[src/rtl/pll_sup_pkg.sv]
// pll_sup_pkg: shared types for the PLL lock supervisor.
// State encoding and the counter width helper.
package pll_sup_pkg;

   typedef enum logic [2:0] {
      RESET_PLL = 3'd0,
      WAIT_LOCK = 3'd1,
      STABLE    = 3'd2,
      RELEASE   = 3'd3,
      RUN       = 3'd4
   } state_t;

   // Bits needed to hold a count up to v.
   function automatic int cnt_w(input int v);
      return $clog2(v) + 1;
   endfunction

endpackage

[src/rtl/sync_2ff.sv]
// sync_2ff: two-flop synchroniser for one asynchronous level.
// Both stages reset low.
module sync_2ff (
   input  logic clk,
   input  logic rst,
   input  logic d,
   output logic q
);

   logic meta;

   // capture the async level through two back-to-back flops
   always_ff @(posedge clk) begin
      if (rst) begin
         meta <= 1'b0;
         q    <= 1'b0;
      end else begin
         meta <= d;
         q    <= meta;
      end
   end

endmodule

[src/rtl/pll_lock_supervisor.sv]
// pll_lock_supervisor: pulses PLL RST, qualifies LOCK, then
// releases channel resets in staggered order; drops all on loss.
module pll_lock_supervisor
   import pll_sup_pkg::*;
#(
   parameter int NUM_CH              = 3,
   parameter int RST_PULSE_CYCLES    = 16,
   parameter int LOCK_STABLE_CYCLES  = 1024,
   parameter int LOCK_TIMEOUT_CYCLES = 250000,
   parameter int STAGGER_CYCLES      = 32,
   parameter int CNT_W               = 8
) (
   input  logic              clkin,
   input  logic              rst,
   input  logic              locked,
   input  logic              force_relock,
   output logic              pll_rst,
   output logic [NUM_CH-1:0] rst_out,
   output logic              ready,
   output logic [CNT_W-1:0]  lock_loss_cnt,
   output logic              timeout_flag
);

   localparam int PLS_W = cnt_w(RST_PULSE_CYCLES);
   localparam int TMR_W = cnt_w(LOCK_TIMEOUT_CYCLES);
   localparam int STB_W = cnt_w(LOCK_STABLE_CYCLES);
   localparam int STG_W = cnt_w(STAGGER_CYCLES);
   localparam int REL_W = cnt_w(NUM_CH);

   localparam logic [PLS_W-1:0] PLS_LAST =
      PLS_W'(RST_PULSE_CYCLES - 1);
   localparam logic [TMR_W-1:0] TMR_LAST =
      TMR_W'(LOCK_TIMEOUT_CYCLES - 1);
   // The WAIT_LOCK cycle that first sees lock_s is stable
   // cycle one, so STABLE itself needs two fewer counts.
   localparam logic [STB_W-1:0] STB_LAST =
      STB_W'((LOCK_STABLE_CYCLES > 1) ?
             (LOCK_STABLE_CYCLES - 2) : 0);
   localparam logic [STG_W-1:0] STG_LAST =
      STG_W'(STAGGER_CYCLES - 1);
   localparam logic [REL_W-1:0] REL_LAST =
      REL_W'(NUM_CH - 1);

   logic             lock_s;
   state_t           state, state_n;
   logic [PLS_W-1:0] pls, pls_n;
   logic [TMR_W-1:0] tmr, tmr_n;
   logic [STB_W-1:0] stb, stb_n;
   logic [STG_W-1:0] stg, stg_n;
   logic [REL_W-1:0] rel, rel_n;
   logic [CNT_W-1:0] cnt_n;
   logic             tflag_n;
   logic             rel_go;
   logic             pll_rst_n;
   logic             ready_n;
   logic [NUM_CH-1:0] rst_out_n;

   sync_2ff u_lock_sync (
      .clk (clkin),
      .rst (rst),
      .d   (locked),
      .q   (lock_s)
   );

   // state, counters and registered outputs
   always_ff @(posedge clkin) begin
      if (rst) begin
         state         <= RESET_PLL;
         pls           <= '0;
         tmr           <= '0;
         stb           <= '0;
         stg           <= '0;
         rel           <= '0;
         pll_rst       <= 1'b1;
         rst_out       <= '1;
         ready         <= 1'b0;
         lock_loss_cnt <= '0;
         timeout_flag  <= 1'b0;
      end else begin
         state         <= state_n;
         pls           <= pls_n;
         tmr           <= tmr_n;
         stb           <= stb_n;
         stg           <= stg_n;
         rel           <= rel_n;
         pll_rst       <= pll_rst_n;
         rst_out       <= rst_out_n;
         ready         <= ready_n;
         lock_loss_cnt <= cnt_n;
         timeout_flag  <= tflag_n;
      end
   end

   // next state, counter updates, loss count and timeout flag
   always_comb begin
      state_n = state;
      pls_n   = pls;
      tmr_n   = tmr;
      stb_n   = stb;
      stg_n   = stg;
      rel_n   = rel;
      cnt_n   = lock_loss_cnt;
      tflag_n = timeout_flag;
      rel_go  = 1'b0;
      unique case (state)
         RESET_PLL: begin
            if (force_relock) begin
               pls_n = '0;
            end else if (pls == PLS_LAST) begin
               state_n = WAIT_LOCK;
               tmr_n   = '0;
            end else begin
               pls_n = pls + 1'b1;
            end
         end
         WAIT_LOCK: begin
            if (force_relock) begin
               state_n = RESET_PLL;
               pls_n   = '0;
            end else if (lock_s) begin
               if (LOCK_STABLE_CYCLES == 1) begin
                  rel_go = 1'b1;
               end else begin
                  state_n = STABLE;
                  stb_n   = '0;
               end
            end else if (tmr == TMR_LAST) begin
               tflag_n = 1'b1;
               state_n = RESET_PLL;
               pls_n   = '0;
            end else begin
               tmr_n = tmr + 1'b1;
            end
         end
         STABLE: begin
            if (force_relock) begin
               state_n = RESET_PLL;
               pls_n   = '0;
            end else if (!lock_s) begin
               state_n = WAIT_LOCK;
               tmr_n   = '0;
            end else if (stb == STB_LAST) begin
               rel_go = 1'b1;
            end else begin
               stb_n = stb + 1'b1;
            end
         end
         RELEASE, RUN: begin
            if (!lock_s || force_relock) begin
               state_n = RESET_PLL;
               pls_n   = '0;
               if (!lock_s && lock_loss_cnt != '1)
                  cnt_n = lock_loss_cnt + 1'b1;
            end else if (state == RELEASE) begin
               if (stg == STG_LAST) begin
                  stg_n = '0;
                  rel_n = rel + 1'b1;
                  if (rel == REL_LAST)
                     state_n = RUN;
               end else begin
                  stg_n = stg + 1'b1;
               end
            end
         end
         default: begin
            state_n = RESET_PLL;
            pls_n   = '0;
         end
      endcase
      // channel 0 leaves reset on the same edge as entry
      if (rel_go) begin
         stg_n   = '0;
         rel_n   = REL_W'(1);
         state_n = (NUM_CH == 1) ? RUN : RELEASE;
      end
   end

   // output values for the next edge, from the next state
   always_comb begin
      pll_rst_n = (state_n == RESET_PLL);
      ready_n   = (state_n == RUN);
      rst_out_n = '1;
      for (int i = 0; i < NUM_CH; i++) begin
         if (state_n == RUN)
            rst_out_n[i] = 1'b0;
         else if (state_n == RELEASE)
            rst_out_n[i] = (REL_W'(i) >= rel_n);
      end
   end

endmodule

[config.mk]
export PLATFORM = sky130hd
export DESIGN_NAME = pll_lock_supervisor
export DESIGN_NICKNAME = d
export VERILOG_FILES = /design/src/rtl/pll_sup_pkg.sv /design/src/rtl/sync_2ff.sv /design/src/rtl/pll_lock_supervisor.sv
export SDC_FILE = /design/constraint.sdc
export NUM_CORES = 1
export LEC_CHECK = 0
export BUFFER_PORTS_ARGS = -buffer_cell sky130_fd_sc_hd__buf_4
export CAP_MARGIN = 25
export CORE_MARGIN = 5
export CORE_UTILIZATION = 55
export DETAILED_ROUTE_END_ITERATION = 7
export GPL_ROUTABILITY_DRIVEN = 1
export PLACE_DENSITY_LB_ADDON = 0.15
export SETUP_SLACK_MARGIN = 0.3
export SLEW_MARGIN = 20
export SYNTH_ARGS = -nofsm -noshare
export SYNTH_HDL_FRONTEND = slang
export SYNTH_SLANG_ARGS = --single-unit
[constraint.sdc]
create_clock -name clkin -period 2.9 [get_ports clkin]
set_clock_uncertainty 0.15 [all_clocks]
set_input_delay 0.435 -clock clkin [delete_from_list [all_inputs] [get_ports clkin]]
set_output_delay 0.435 -clock clkin [all_outputs]
set_load 0.02 [all_outputs]
After elaboration in Yosys (flattened, before gate mapping)
Index checks and enable logic that the tools add are counted.
{"block": "word_totals", "out_inout_bits": 14, "register_bits": 63, "inputBits": 4, "word_cells": 118}
{"block": "classes", "order_cmp": 3, "n_reduce_logical": 15, "bitwise": 3, "n_eq_ne": 27, "addsub": 6, "mux": 51}
{"cell": "2-to-1 mux 19 bit", "n": 7}
{"cell": "case mux 19 bit (3 select lines)", "n": 1}
{"cell": "2-to-1 mux 11 bit", "n": 5}
{"cell": "2-to-1 mux 3 bit", "n": 17}
{"cell": "2-to-1 mux 5 bit", "n": 7}
{"cell": "case mux 11 bit (2 select lines)", "n": 1}
{"cell": "inequality test 2 bit, second input constant", "n": 10}
{"cell": "case mux 5 bit (4 select lines)", "n": 1}
{"cell": "adder 19 x 1 -> 19 bit, second input constant", "n": 1}
{"cell": "== test 19 x 18 -> 1 bit, second input constant", "n": 1}
{"cell": "== test 3 x 2 -> 1 bit, second input constant", "n": 4}
{"cell": "case mux 3 bit (4 select lines)", "n": 1}
{"cell": "adder 11 x 1 -> 11 bit, second input constant", "n": 1}
{"cell": "== test 11 x 10 -> 1 bit, second input constant", "n": 1}
{"cell": "2-to-1 mux 1 bit", "n": 10}
{"cell": "inequality test 3 bit, second input constant", "n": 3}
{"cell": "adder 8 x 1 -> 8 bit, second input constant", "n": 1}
{"cell": "inequality test 8 bit, second input constant", "n": 1}
{"cell": "AND reduction 8 bit", "n": 1}
{"cell": "adder 6 x 1 -> 6 bit, second input constant", "n": 1}
{"cell": "== test 3 bit, second input constant", "n": 2}
{"cell": "== test 6 x 5 -> 1 bit, second input constant", "n": 1}
{"cell": ">= comparator 1 x 3 -> 1 bit, first input constant", "n": 2}
{"cell": "zero test 3 bit", "n": 2}
{"cell": "other kinds (18)", "n": 23}

Logic depth before layout (Yosys ltp)
Gate-level depths: netlist of run 1.
{"block": "logic_depth", "ltp_word": 10, "mapped_depth": 9, "ltp_nobuf": 8}

Cells and area by module
Synthesis of run 1 repeated with hierarchy kept, for this count alone.
{"block": "unflattened", "cells_unflattened": 378, "area_unflattened_um2": 3223.1}
{"mod": "pll_lock_supervisor", "area_per_inst_um2": 3170.5, "n_inst": 1, "cells_each": 374, "seq_area_each_um2": 1221.2}
{"mod": "sync_2ff", "area_per_inst_um2": 52.6, "n_inst": 1, "cells_each": 4, "seq_area_each_um2": 40.0}

Worst setup path after synthesis of run 1
Ideal clock, no wire load.
{"block": "synth_timing", "path_type": "register -> register", "startpoint": "register pls[0]", "endpoint": "register tmr[14]", "setup_time_ns": 0.128, "path_buffers": 1, "required_ns": 2.622, "synth_period_minus_slack_ns": 2.434, "setup_slack_ns": 0.466, "t_arrival_ns": 2.156, "path_stages_with_launch": 10, "cell_sequence": "dfxtp_1 -> ha_1 -> and3_1 -> ha_1 -> nor2b_1 -> o311ai_0 -> clkbuf_1 -> a2111oi_0 -> xnor2_1 -> nor2_1"}
{"block": "synth_between", "elab_chain_len": 3}
{"element": "start, declared", "line": "pll_lock_supervisor.sv:46", "rtl": "logic [PLS_W-1:0] pls, pls_n;"}
{"element": "start signal, assigned", "line": "pll_lock_supervisor.sv:81", "rtl": "pls <= pls_n;"}
{"element": "== test 5 x 4 -> 1 bit", "line": "pll_lock_supervisor.sv:109", "rtl": "end else if (pls == PLS_LAST) begin"}
{"element": "inequality test 2 bit (no line)"}
{"element": "AND reduction 8 bit (no line)"}
{"element": "end signal, assigned", "line": "pll_lock_supervisor.sv:82", "rtl": "tmr <= tmr_n;"}
{"element": "end, declared", "line": "pll_lock_supervisor.sv:47", "rtl": "logic [TMR_W-1:0] tmr, tmr_n;"}
Every way passes these cells.
A chain may end at the register's enable or synchronous reset.

Worst setup path after layout of run 1
{"block": "layout_timing", "startpoint": "register pls[1]", "endpoint": "register tmr[15]"}
Same word-level chain as after synthesis.

==> results of run 1 <==
[state kept, by name (all words and copies together) (netlist names)]
signal,flops
rst_out,3
ready,1
rel,3
tmr,19
pll_rst,1
pls,5
state,3
u_lock_sync.meta,1
stg,6
stb,11
u_lock_sync.q,1
timeout_flag,1
lock_loss_cnt,8
[how the worst min path moves through the flow]
stage	startpoint	end	slack, ns	depth (start not counted)
2_1_floorplan	u_lock_sync.meta$_SDFF_PP0_	u_lock_sync.q$_SDFF_PP0_	0.26	1
4_1_cts	locked	u_lock_sync.meta$_SDFF_PP0_	0.15	2
3_5_place_dp	u_lock_sync.meta$_SDFF_PP0_	u_lock_sync.q$_SDFF_PP0_	0.27	1
3_3_place_gp	u_lock_sync.meta$_SDFF_PP0_	u_lock_sync.q$_SDFF_PP0_	0.27	1
5_1_grt	locked	u_lock_sync.meta$_SDFF_PP0_	0.16	2
6_report	locked	u_lock_sync.meta$_SDFF_PP0_	0.16	2
[critical path, stage by stage, from the launching register on]
cell      delay [ns]
dfxtp_1         0.35
ha_1            0.20
and3_1          0.21
ha_4            0.17
nor2b_2         0.16
o311ai_1        0.12
a31o_2          0.33
or4_1           0.53
a21oi_1         0.17
[metrics by stage]
step	worst slack [ns]	hold WS (ns)	cell area [sq um]
after floorplan	0.466	0.264	3270
after global placement	0.449	0.270	3490
after detailed placement	0.350	0.273	3490
after CTS	0.305	0.145	3690
after global routing	0.309	0.159	3710
final	0.431	0.157	3710
[layer usage]
layer / vias to the layer above / share of wire [%]
li1: 1422 / -
met1: 1324 / 48
met2: 46 / 47
met3: 13 / 4.0
met4: 0 / 1.7
met5: - / 0
[logic make-up (layout without fill, tap and decap cells)]
group / count (synthesis) / after routing / share of synthesized area (%)
and+or+nand+nor: 180 / 180 / 29.5
muxes: 8 / 8 / 2.56
adders and majority gates: 9 / 9 / 3.44
DFF: 63 / 63 / 38.5
xor gates and xnor gates: 31 / 31 / 8.29
AOI/OAI and AO/OA: 64 / 64 / 14.3
buffers and inverters: 28 / 54 / 3.36
[report_power, final]
group          internal, mW  switching (mW)
Clock                 0.403           0.331
Sequential            0.868         0.00163
Combinational        0.0127          0.0275
[synth_stat cells, types with 3 or more instances]
cell type	count	share of area (%)
a2111oi_0	8	2.1
a211oi_1	4	0.92
a21oi_1	15	2.3
a31oi_1	5	0.96
and3_1	5	0.96
and4_1	4	1.1
clkbuf_1	12	1.4
dfxtp_1	63	39
ha_1	9	3.4
inv_1	13	1.5
mux2_2	3	1.0
mux2i_1	5	1.5
nand2_1	26	3.0
nand2b_1	10	1.9
nand3_1	21	3.2
nand3b_1	3	0.69
nand4_1	8	1.5
nor2_1	57	6.5
nor2b_1	4	0.76
nor3_1	7	1.1
nor4_1	4	0.76
o211ai_1	3	0.69
o21ai_0	8	1.2
o31ai_1	3	0.69
or2_2	3	0.57
or3_1	9	1.7
or4_1	7	1.6
xnor2_1	18	4.8
xor2_1	13	3.5
[layout make-up]
class | count | area (sq um)
sequential | 63 | 1260
clock buffer | 14 | 183
fill | 542 | 2140
tap | 75 | 93.8
timing repair buffer | 25 | 188
clock inverter | 2 | 12.5
multi-input combinational | 292 | 1930
inverter | 13 | 48.8
==> run_results.csv, run 1 <==
group,metric,value,unit
worst_setup_path,reg2reg_from,"pls[1]$_SDFFE_PP0P_",
route,drc,0,
sta,min_period,2.47,ns
clock_network,cts_resized,0,
power,powerDensity,442,nW/um^2
synth,syn-num-nets,396,
worst_setup_path,end_kind,"flop",
synth,ys_seq_area_share,38.5,%
sta,timing.max_slew.rel_slack,58.3,%
synth,avgSynthCellArea,8.55,sq um
synth,ys.flop_type,"dfxtp_1",
global_route,grt_start_max_net_pins,25,
global_route,gr-usage-met2,32.2,%
synth,synth-seq-cells,63,
clock_network,cts_setup_buffers,0,
global_route,antenna_found_initial,0,
synth,yosysUniqueCellTypes,56,
worst_setup_path,arrival,2.59,ns
global_route,track_usage,19.9,%
route,vias_per_cell,5.80,
worst_setup_path,critPathCapture,"tmr[15]$_SDFFE_PP0P_",
sta,fmax,0.405,GHz
floorplan,start_util,56.0,%
route,drt_iter0_markers,109,
placed_design,post-dp-hpwl,4950,microns
finish,drive_gt1_share,14.7,%
floorplan,ios,18,
placed_design,dp.cells,468,
synth,async_reset_ff_share,0,%
sta,grt_setup_unrepaired,"no",
synth,syn_inst,383,
clock_network,cts_hold_buffers,0,
synth,synth_edf_count,0,
sta,hold_violations,0,
sta,finalSetupTns,0,ns
status,status,"completed",
worst_setup_path,crit_required,3.02,ns
clock_network,clockBufferDepth,2,
floorplan,fp.dieW,87.2,microns
global_route,top_usage_layer,"met2",
finish,antennaDiodeCount,0,
placed_design,place.gp.congestion,0.816,
clock_network,worstSkewPairLatency,0.34,ns
global_route,met1_usage,25.5,%
finish,finalCoreUtilization,63.5,%
finish,nets,417,
finish,stdcell_count,484,
placed_design,place.port_buffers,17,
clock_network,clkSinkCount,63,
route,vias,2805,
sta,setup_viol,0,
global_route,grt_pass1_vias,2670,
worst_setup_path,worstSetupStartpoint,"pls[1]$_SDFFE_PP0P_",
sta,slew_viol_final,0,
worst_setup_path,rr_worst_depth,8,
power,p_total,1.64,mW
route,wl_per_cell,14.7,microns
power,power_leakage,1.29,nW
clock_network,numCtsBuffers,9,
worst_setup_path,startpoint_type,"flop",
route,final_antenna_net_count,0,
global_route,grt_pass1_wl,12100,microns
finish,mostFrequentLayoutCells,"dfxtp_1, nor2_1, nand2_1",
clock_network,clockRootBuffer,"clkbuf_8",
floorplan,die-area,7600,sq um
sta,finalCritPeriodShare,85.2,%
synth,syn_area,3270,sq um
clock_network,htreeDepth,3,
floorplan,design.core.area,5850,sq um
global_route,grt_use_met3,5.20,%
floorplan,die_y,87.2,microns
worst_setup_path,critPathMaxFanout,13,
power,ir_drop,237,uV
worst_setup_path,r2r-end,"tmr[15]$_SDFFE_PP0P_",
finish,areaGrowthSynthToFinish,13.5,%
clock_network,cts_tree,"yes",
min_path,hp-class,"input pin to flop",
finish,final_common_cell,"dfxtp_1",
route,drt-total-wl,7110,microns
sta,tightest_slew,0.624,ns
worst_setup_path,worst-setup-path-type,"flop to flop",
job,max_cap_violations,0,
clock_network,path_clk_slew,0.07,ns
global_route,overflow,0,
route,drt_pass1_iterations,5,
worst_setup_path,r2r_slack,0.43,ns
floorplan,row_count,28,
synth,yosysWarnings,0,
Note: power is estimated with default switching activity, not from simulation.
==> run 2: changes to the inputs <==
ABC_AREA = 1   (was default)
clock period = 2.2 ns   (was 2.9 ns; I/O delays follow)
==> run 2 against run 1 <==
Count of clock-buffer cells in the layout down 4. Hold slack worse by 0.11 ns. Global-route usage up 0.43 points. Largest power group is now clock. Setup slack worse by 0.087 ns. Register-to-register slack worse by 0.09 ns. Critical endpoint is now tmr[11]$_SDFFE_PP0P_. Total power up 45%. Synthesized cell count up 39%. Flip-flop and latch count unchanged.
==> run_results.csv, run 2 <==
group,metric,value,unit
placed_design,placed_cell_area,3700,sq um
finish,drive_gt1_share,19.7,%
synth,synth_area_leader_cell,"dfxtp_1",
sta,grt_setup_unrepaired,"yes",
finish,reg_top3,"tmr x19, stb x11, lock_loss_cnt x8",
global_route,grt_pass1_wl,14000,microns
synth,synth.area.top_cells,"dfxtp_1, nand2_1, nor2_1",
sta,fmax,0.539,GHz
sta,finalCritPeriodShare,84.4,%
worst_setup_path,end_kind,"flop",
synth,yosysWarnings,0,
floorplan,row_count,29,
worst_setup_path,worst-setup-path-type,"flop to flop",
clock_network,clkSinkCount,63,
route,vias,3433,
synth,syn_area,3510,sq um
global_route,antenna_found_initial,0,
worst_setup_path,startpoint_type,"flop",
sta,holdWs,0.0494,ns
finish,largest_register_ff_count,19,
synth,synth-seq-cells,63,
power,power_leakage,1.73,nW
status,status,"completed",
worst_setup_path,path_buf_inv,2,
route,met1_length,3850,microns
placed_design,place.port_buffers,17,
worst_setup_path,max_stage_delay,0.36,ns
synth,synth.most_common_cell,"nand2_1",
sta,slew_viol_final,0,
synth,syn-num-nets,547,
sta,timing.max_slew.rel_slack,70.7,%
sta,tightest_slew,0.436,ns
worst_setup_path,critPathMaxFanout,4,
floorplan,start_util,55.9,%
finish,mostFrequentLayoutCells,"nand2_1, nor2_1, inv_1",
clock_network,cts_tree,"yes",
clock_network,clockBufferDepth,2,
sta,finalSetupTns,0,ns
synth,syn_inst,534,
synth,synth_common_cells,"nand2_1, nor2_1, dfxtp_1",
route,drt_pass1_iterations,5,
route,drt_iter0_markers,221,
synth,ys_seq_area_share,36.0,%
route,wl_met3,430,microns
worst_setup_path,crit_required,2.27,ns
job,max_cap_violations,0,
clock_network,htreeDepth,3,
finish,final_common_cell,"nand2_1",
route,final_antenna_net_count,0,
route,vias_per_cell,5.27,
synth,async_reset_ff_share,0,%
finish,finalCoreUtilization,67.9,%
finish,areaGrowthSynthToFinish,21.6,%
min_path,hp-class,"input pin to flop",
clock_network,path_clk_slew,0.07,ns
floorplan,design.core.area,6280,sq um
synth,synth_edf_count,0,
synth,avgSynthCellArea,6.57,sq um
sta,setup_ws,0.343,ns
floorplan,ios,18,
sta,hold_violations,0,
route,routed.top_layer,"met4",
sta,min_period,1.86,ns
placed_design,post-dp-hpwl,5490,microns
global_route,overflow,0,
route,drt-total-wl,8190,microns
finish,stdcell_area,4260,sq um
clock_network,clockRootBuffer,"clkbuf_8",
clock_network,numCtsBuffers,9,
finish,nets,582,
route,wl_met2,3800,microns
floorplan,die-area,8070,sq um
route,wl_per_cell,12.6,microns
sta,setup_viol,0,
finish,antennaDiodeCount,0,
synth,yosysUniqueCellTypes,38,
placed_design,place.gp.congestion,0.847,
synth,yosysTopAreaCellShare,36.0,%
finish,top_register,"tmr",
floorplan,die_y,89.8,microns
worst_setup_path,crit_family,"simple AND/OR/NAND/NOR gates",
power,powerDensity,561,nW/um^2
power,ir_drop,484,uV
finish,fillers,537,
clock_network,worstSkewPairLatency,0.34,ns
global_route,track_usage,20.4,%
worst_setup_path,arrival,1.93,ns
synth,ys.flop_type,"dfxtp_1",
global_route,grt_pass1_vias,3188,
worst_setup_path,slowest_stage,"dfxtp_2",
floorplan,fp.dieW,89.8,microns
worst_setup_path,crit_chain,"ha_4 > nand2_4 > nor2_4 > ha_4 > o211ai_1 > nor2_4 > buf_6 > nand2_4 > buf_4 > nand2_1 > a21oi_2",
global_route,grt_start_max_net_pins,32,
placed_design,dp_slack,0.190,ns
route,drc,0,
==> run 2: cell families (layout without fill, tap and decap cells) <==
logic type                 Yosys count  in the layout  synth area share (%)
and+or+nand+nor                    308            310                  38.3
xor gates and xnor gates            15             15                  3.75
adders and majority gates            9              9                  3.21
AOI/OAI and AO/OA                   62             62                  9.89
DFF                                 63             63                  36.0
buffers and inverters               77            115                  8.92
==> run 2: layout make-up <==
class	count	area, sq um	share of cell area, %
multi-input combinational	396	2150	50.4
clock buffer	10	128	2.99
inverter	68	270	6.34
sequential	63	1280	30.0
timing repair buffer	30	229	5.37
tap	77	96.3	2.26
clock inverter	6	109	2.55
timing repair inverter	1	6.26	0.147
==> run 2: repair_timing <==
item / 4_1_cts / 5_1_grt
endpoints found under the setup margin: 23 / 41
gates cloned: 3 / 0
resized for setup: 21 / 40
setup buffers: 7 / 3
hold buffers: 0 / 0
pin swaps: 11 / 16
==> run 2: tightest hold or removal path: cells and delay by family <==
family / cells / cell delay [ns]
buffers and inverters: 2 / 0.11
and+or+nand+nor: 1 / 0.06
==> run 2: per-stage QoR <==
stage / std cells / total power, mW
floorplan: 534 / 1.20
global placement: 622 / 1.22
detailed placement: 622 / 1.22
global route: 651 / 2.48
finish: 651 / 2.39
CTS: 648 / 2.42
==> run 2: path summary, 6_finish.rpt <==
| kind | depth (start not counted) | from | slack (ns) | to |
|---|---|---|---|---|
| max | 11 | pls[0]$_SDFFE_PP0P_ | 0.34 | tmr[11]$_SDFFE_PP0P_ |
| min | 3 | locked | 0.05 | u_lock_sync.meta$_SDFF_PP0_ |
| max reg2reg | 11 | pls[0]$_SDFFE_PP0P_ | 0.34 | tmr[11]$_SDFFE_PP0P_ |
| min reg2reg | 2 | u_lock_sync.meta$_SDFF_PP0_ | 0.24 | u_lock_sync.q$_SDFF_PP0_ |
==> run 2: routing by layer <==
| layer | track usage, % | up-vias |
|---|---|---|
| met5 | 0 | - |
| met4 | 9.95 | 0 |
| met3 | 4.01 | 11 |
| met2 | 31.5 | 85 |
| met1 | 27.0 | 1544 |
| li1 | - | 1793 |
==> run 2: power by group <==
group | internal [mW] | switching, mW
sequential | 1.14 | 0.00372
combinational | 0.0156 | 0.0344
clock | 0.751 | 0.442
==> run 3: changes to the inputs <==
clock period = 1.9 ns   (was 2.2 ns; I/O delays follow)
==> run 3 against run 2 <==
Die area is the same. Hold slack gained 0.11 ns. Utilization grew 12 points. Critical path depth shrank 1. Clock power grew 11%. Sequential share of layout area shrank 3.7 points. Total power grew 14%. Wire length grew 36%. Setup slack lost 0.34 ns. Design area grew 17%. Flip-flop and latch count is the same. Sequential power grew 15%.
==> run_results.csv, run 3 (synthesis results as in run 2) <==
group,metric,value,unit
status,status,"completed",
route,drt-total-wl,11200,microns
floorplan,start_util,55.9,%
power,powerDensity,545,nW/um^2
worst_setup_path,critPathMaxFanout,7,
finish,areaGrowthSynthToFinish,42.5,%
worst_setup_path,crit_required,1.98,ns
sta,setup_viol,0,
finish,antennaDiodeCount,0,
global_route,grt_pass1_vias,3440,
power,power_frac_seq,48.3,%
placed_design,place.gp.congestion,0.896,
worst_setup_path,startpoint_type,"flop",
power,ir_drop,498,uV
global_route,overflow,0,
finish,nets,618,
worst_setup_path,arrival,1.97,ns
floorplan,row_count,29,
finish,fillers,388,
clock_network,worstSkewPairLatency,0.35,ns
sta,slew_viol_final,0,
route,wl_per_cell,16.3,microns
placed_design,place.port_buffers,17,
min_path,hp-class,"input pin to flop",
sta,timing.max_slew.rel_slack,73.0,%
clock_network,cts_tree,"yes",
power,pwr-share-comb,3.1,%
floorplan,die_y,89.8,microns
floorplan,fp.dieW,89.8,microns
min_path,whs_endpoint,"tmr[18]$_SDFFE_PP0P_",
sta,tightest_slew,0.404,ns
sta,min_period,1.89,ns
clock_network,path_clk_slew,0.08,ns
route,vias_per_cell,5.69,
global_route,antenna_found_initial,0,
worst_setup_path,end_kind,"flop",
floorplan,design.core.area,6280,sq um
clock_network,clockBufferDepth,2,
worst_setup_path,reg2reg_from,"pls[0]$_SDFFE_PP0P_",
floorplan,ios,18,
sta,grt_setup_unrepaired,"yes",
sta,holdWs,0.157,ns
worst_setup_path,rr_worst_depth,10,
sta,fmax,0.529,GHz
power,power_switching,0.627,mW
floorplan,die-area,8070,sq um
finish,largest_register_ff_count,19,
power,power_leakage,1.99,nW
clock_network,clockRootBuffer,"clkbuf_8",
sta,finalSetupTns,0,ns
finish,finalCoreUtilization,79.6,%
clock_network,clkSinkCount,63,
job,max_cap_violations,0,
global_route,grt_start_max_net_pins,19,
power,switching_share,23.0,%
route,drt_iter0_markers,339,
worst_setup_path,r2r-end,"tmr[1]$_SDFFE_PP0P_",
finish,mostFrequentLayoutCells,"nand2_1, buf_4, nor2_1",
route,drc,0,
route,vias,3906,
finish,reg_top3,"tmr x19, stb x11, lock_loss_cnt x8",
placed_design,post-dp-hpwl,6060,microns
sta,hold_violations,0,
min_path,timing.hold.worst_path_depth,2,
global_route,track_usage,22.0,%
clock_network,htreeDepth,3,
power,p_total,2.72,mW
power,p_int,2.09,mW
worst_setup_path,worst-setup-path-type,"flop to flop",
finish,final_common_cell,"nand2_1",
finish,top_register,"tmr",
clock_network,numCtsBuffers,9,
route,drt_pass1_iterations,7,
worst_setup_path,r2r_slack,0.008,ns
min_path,worstHoldStart,"rst",
sta,finalCritPeriodShare,99.6,%
route,final_antenna_net_count,0,
finish,drive_gt1_share,40.5,%
power,clkPwrFrac,48.6,%
global_route,grt_pass1_wl,15100,microns
==> run 3: changes by cell type in the layout (fill, tap and decap cells not counted), sizes merged <==
| cell | change |
|---|---|
| nand2 | -2 |
| buf | +38 |
| clkinv | -3 |
| bufinv | -2 |
| clkinvlp | +2 |
| dlygate4sd3 | +1 |
| clkbuf | +2 |
==> run 3: what timing repair did <==
item / CTS / global route
setup buffers: 7 / 22
endpoints found under the hold margin: 0 / 1
setup endpoints to repair: 50 / 57
hold buffers: 0 / 1
pin swaps: 17 / 42
gates resized for setup: 49 / 148
==> run 3: layer usage <==
layer  up-vias  wire (microns)  GRT usage (%)
met5         -               0              0
met4         0             354           10.1
met3        50             643           4.34
met2       186            5540           34.5
met1      1802            4630           29.0
li1       1868               -              -
==> run 3: critical path, stage by stage, from the launching register on <==
cell      delay (ns)
dfxtp_2         0.36
ha_4            0.14
nand2_2         0.05
nor2_1          0.09
ha_2            0.20
o211ai_1        0.10
nor2_2          0.15
nand2_4         0.15
buf_6           0.17
o21ai_1         0.14
a21oi_1         0.06
==> run 3: cell type report <==
| cell class | instances | area [sq um] | area share [%] |
|---|---|---|---|
| timing repair buffer | 69 | 573 | 11.5 |
| inverter | 68 | 293 | 5.86 |
| sequential | 63 | 1310 | 26.2 |
| multi-input combinational | 394 | 2500 | 50.0 |
| clock buffer | 12 | 176 | 3.53 |
| tap | 77 | 96.3 | 1.93 |
| clock inverter | 4 | 50.0 | 1.00 |
==> run 3: how the worst max path moves through the flow <==
| stage | startpoint | end | slack, ns | cells past startpoint |
|---|---|---|---|---|
| 6_report | pls[0]$_SDFFE_PP0P_ | tmr[1]$_SDFFE_PP0P_ | 0.008 | 10 |
| 5_1_grt | pls[1]$_SDFFE_PP0P_ | tmr[1]$_SDFFE_PP0P_ | -0.07 | 10 |
| 4_1_cts | pls[0]$_SDFFE_PP0P_ | tmr[10]$_SDFFE_PP0P_ | 0.11 | 11 |
| 3_5_place_dp | pls[0]$_SDFFE_PP0P_ | tmr[3]$_SDFFE_PP0P_ | 0.02 | 11 |
| 3_3_place_gp | pls[0]$_SDFFE_PP0P_ | tmr[3]$_SDFFE_PP0P_ | 0.05 | 11 |
| 2_1_floorplan | pls[1]$_SDFFE_PP0P_ | tmr[16]$_SDFFE_PP0P_ | 0.16 | 11 |
==> run 3: through the flow <==
step / instances / setup WS [ns] / instance area, sq um
2_1_floorplan: 534 / 0.161 / 3560
3_3_place_gp: 641 / 0.0455 / 3890
3_5_place_dp: 641 / 0.0245 / 3890
4_1_cts: 664 / 0.106 / 4310
5_1_grt: 687 / -0.0740 / 5000
6_report: 687 / 0.00796 / 5000
==> run 3: power groups by stage <==
stage	logic [mW]	registers [mW]	clock network, mW
floorplan	0.0372	1.35	0
global placement	0.0586	1.36	0
detailed placement	0.0587	1.36	0
CTS	0.0638	1.32	1.32
global route	0.0887	1.32	1.39
finish	0.0833	1.32	1.32
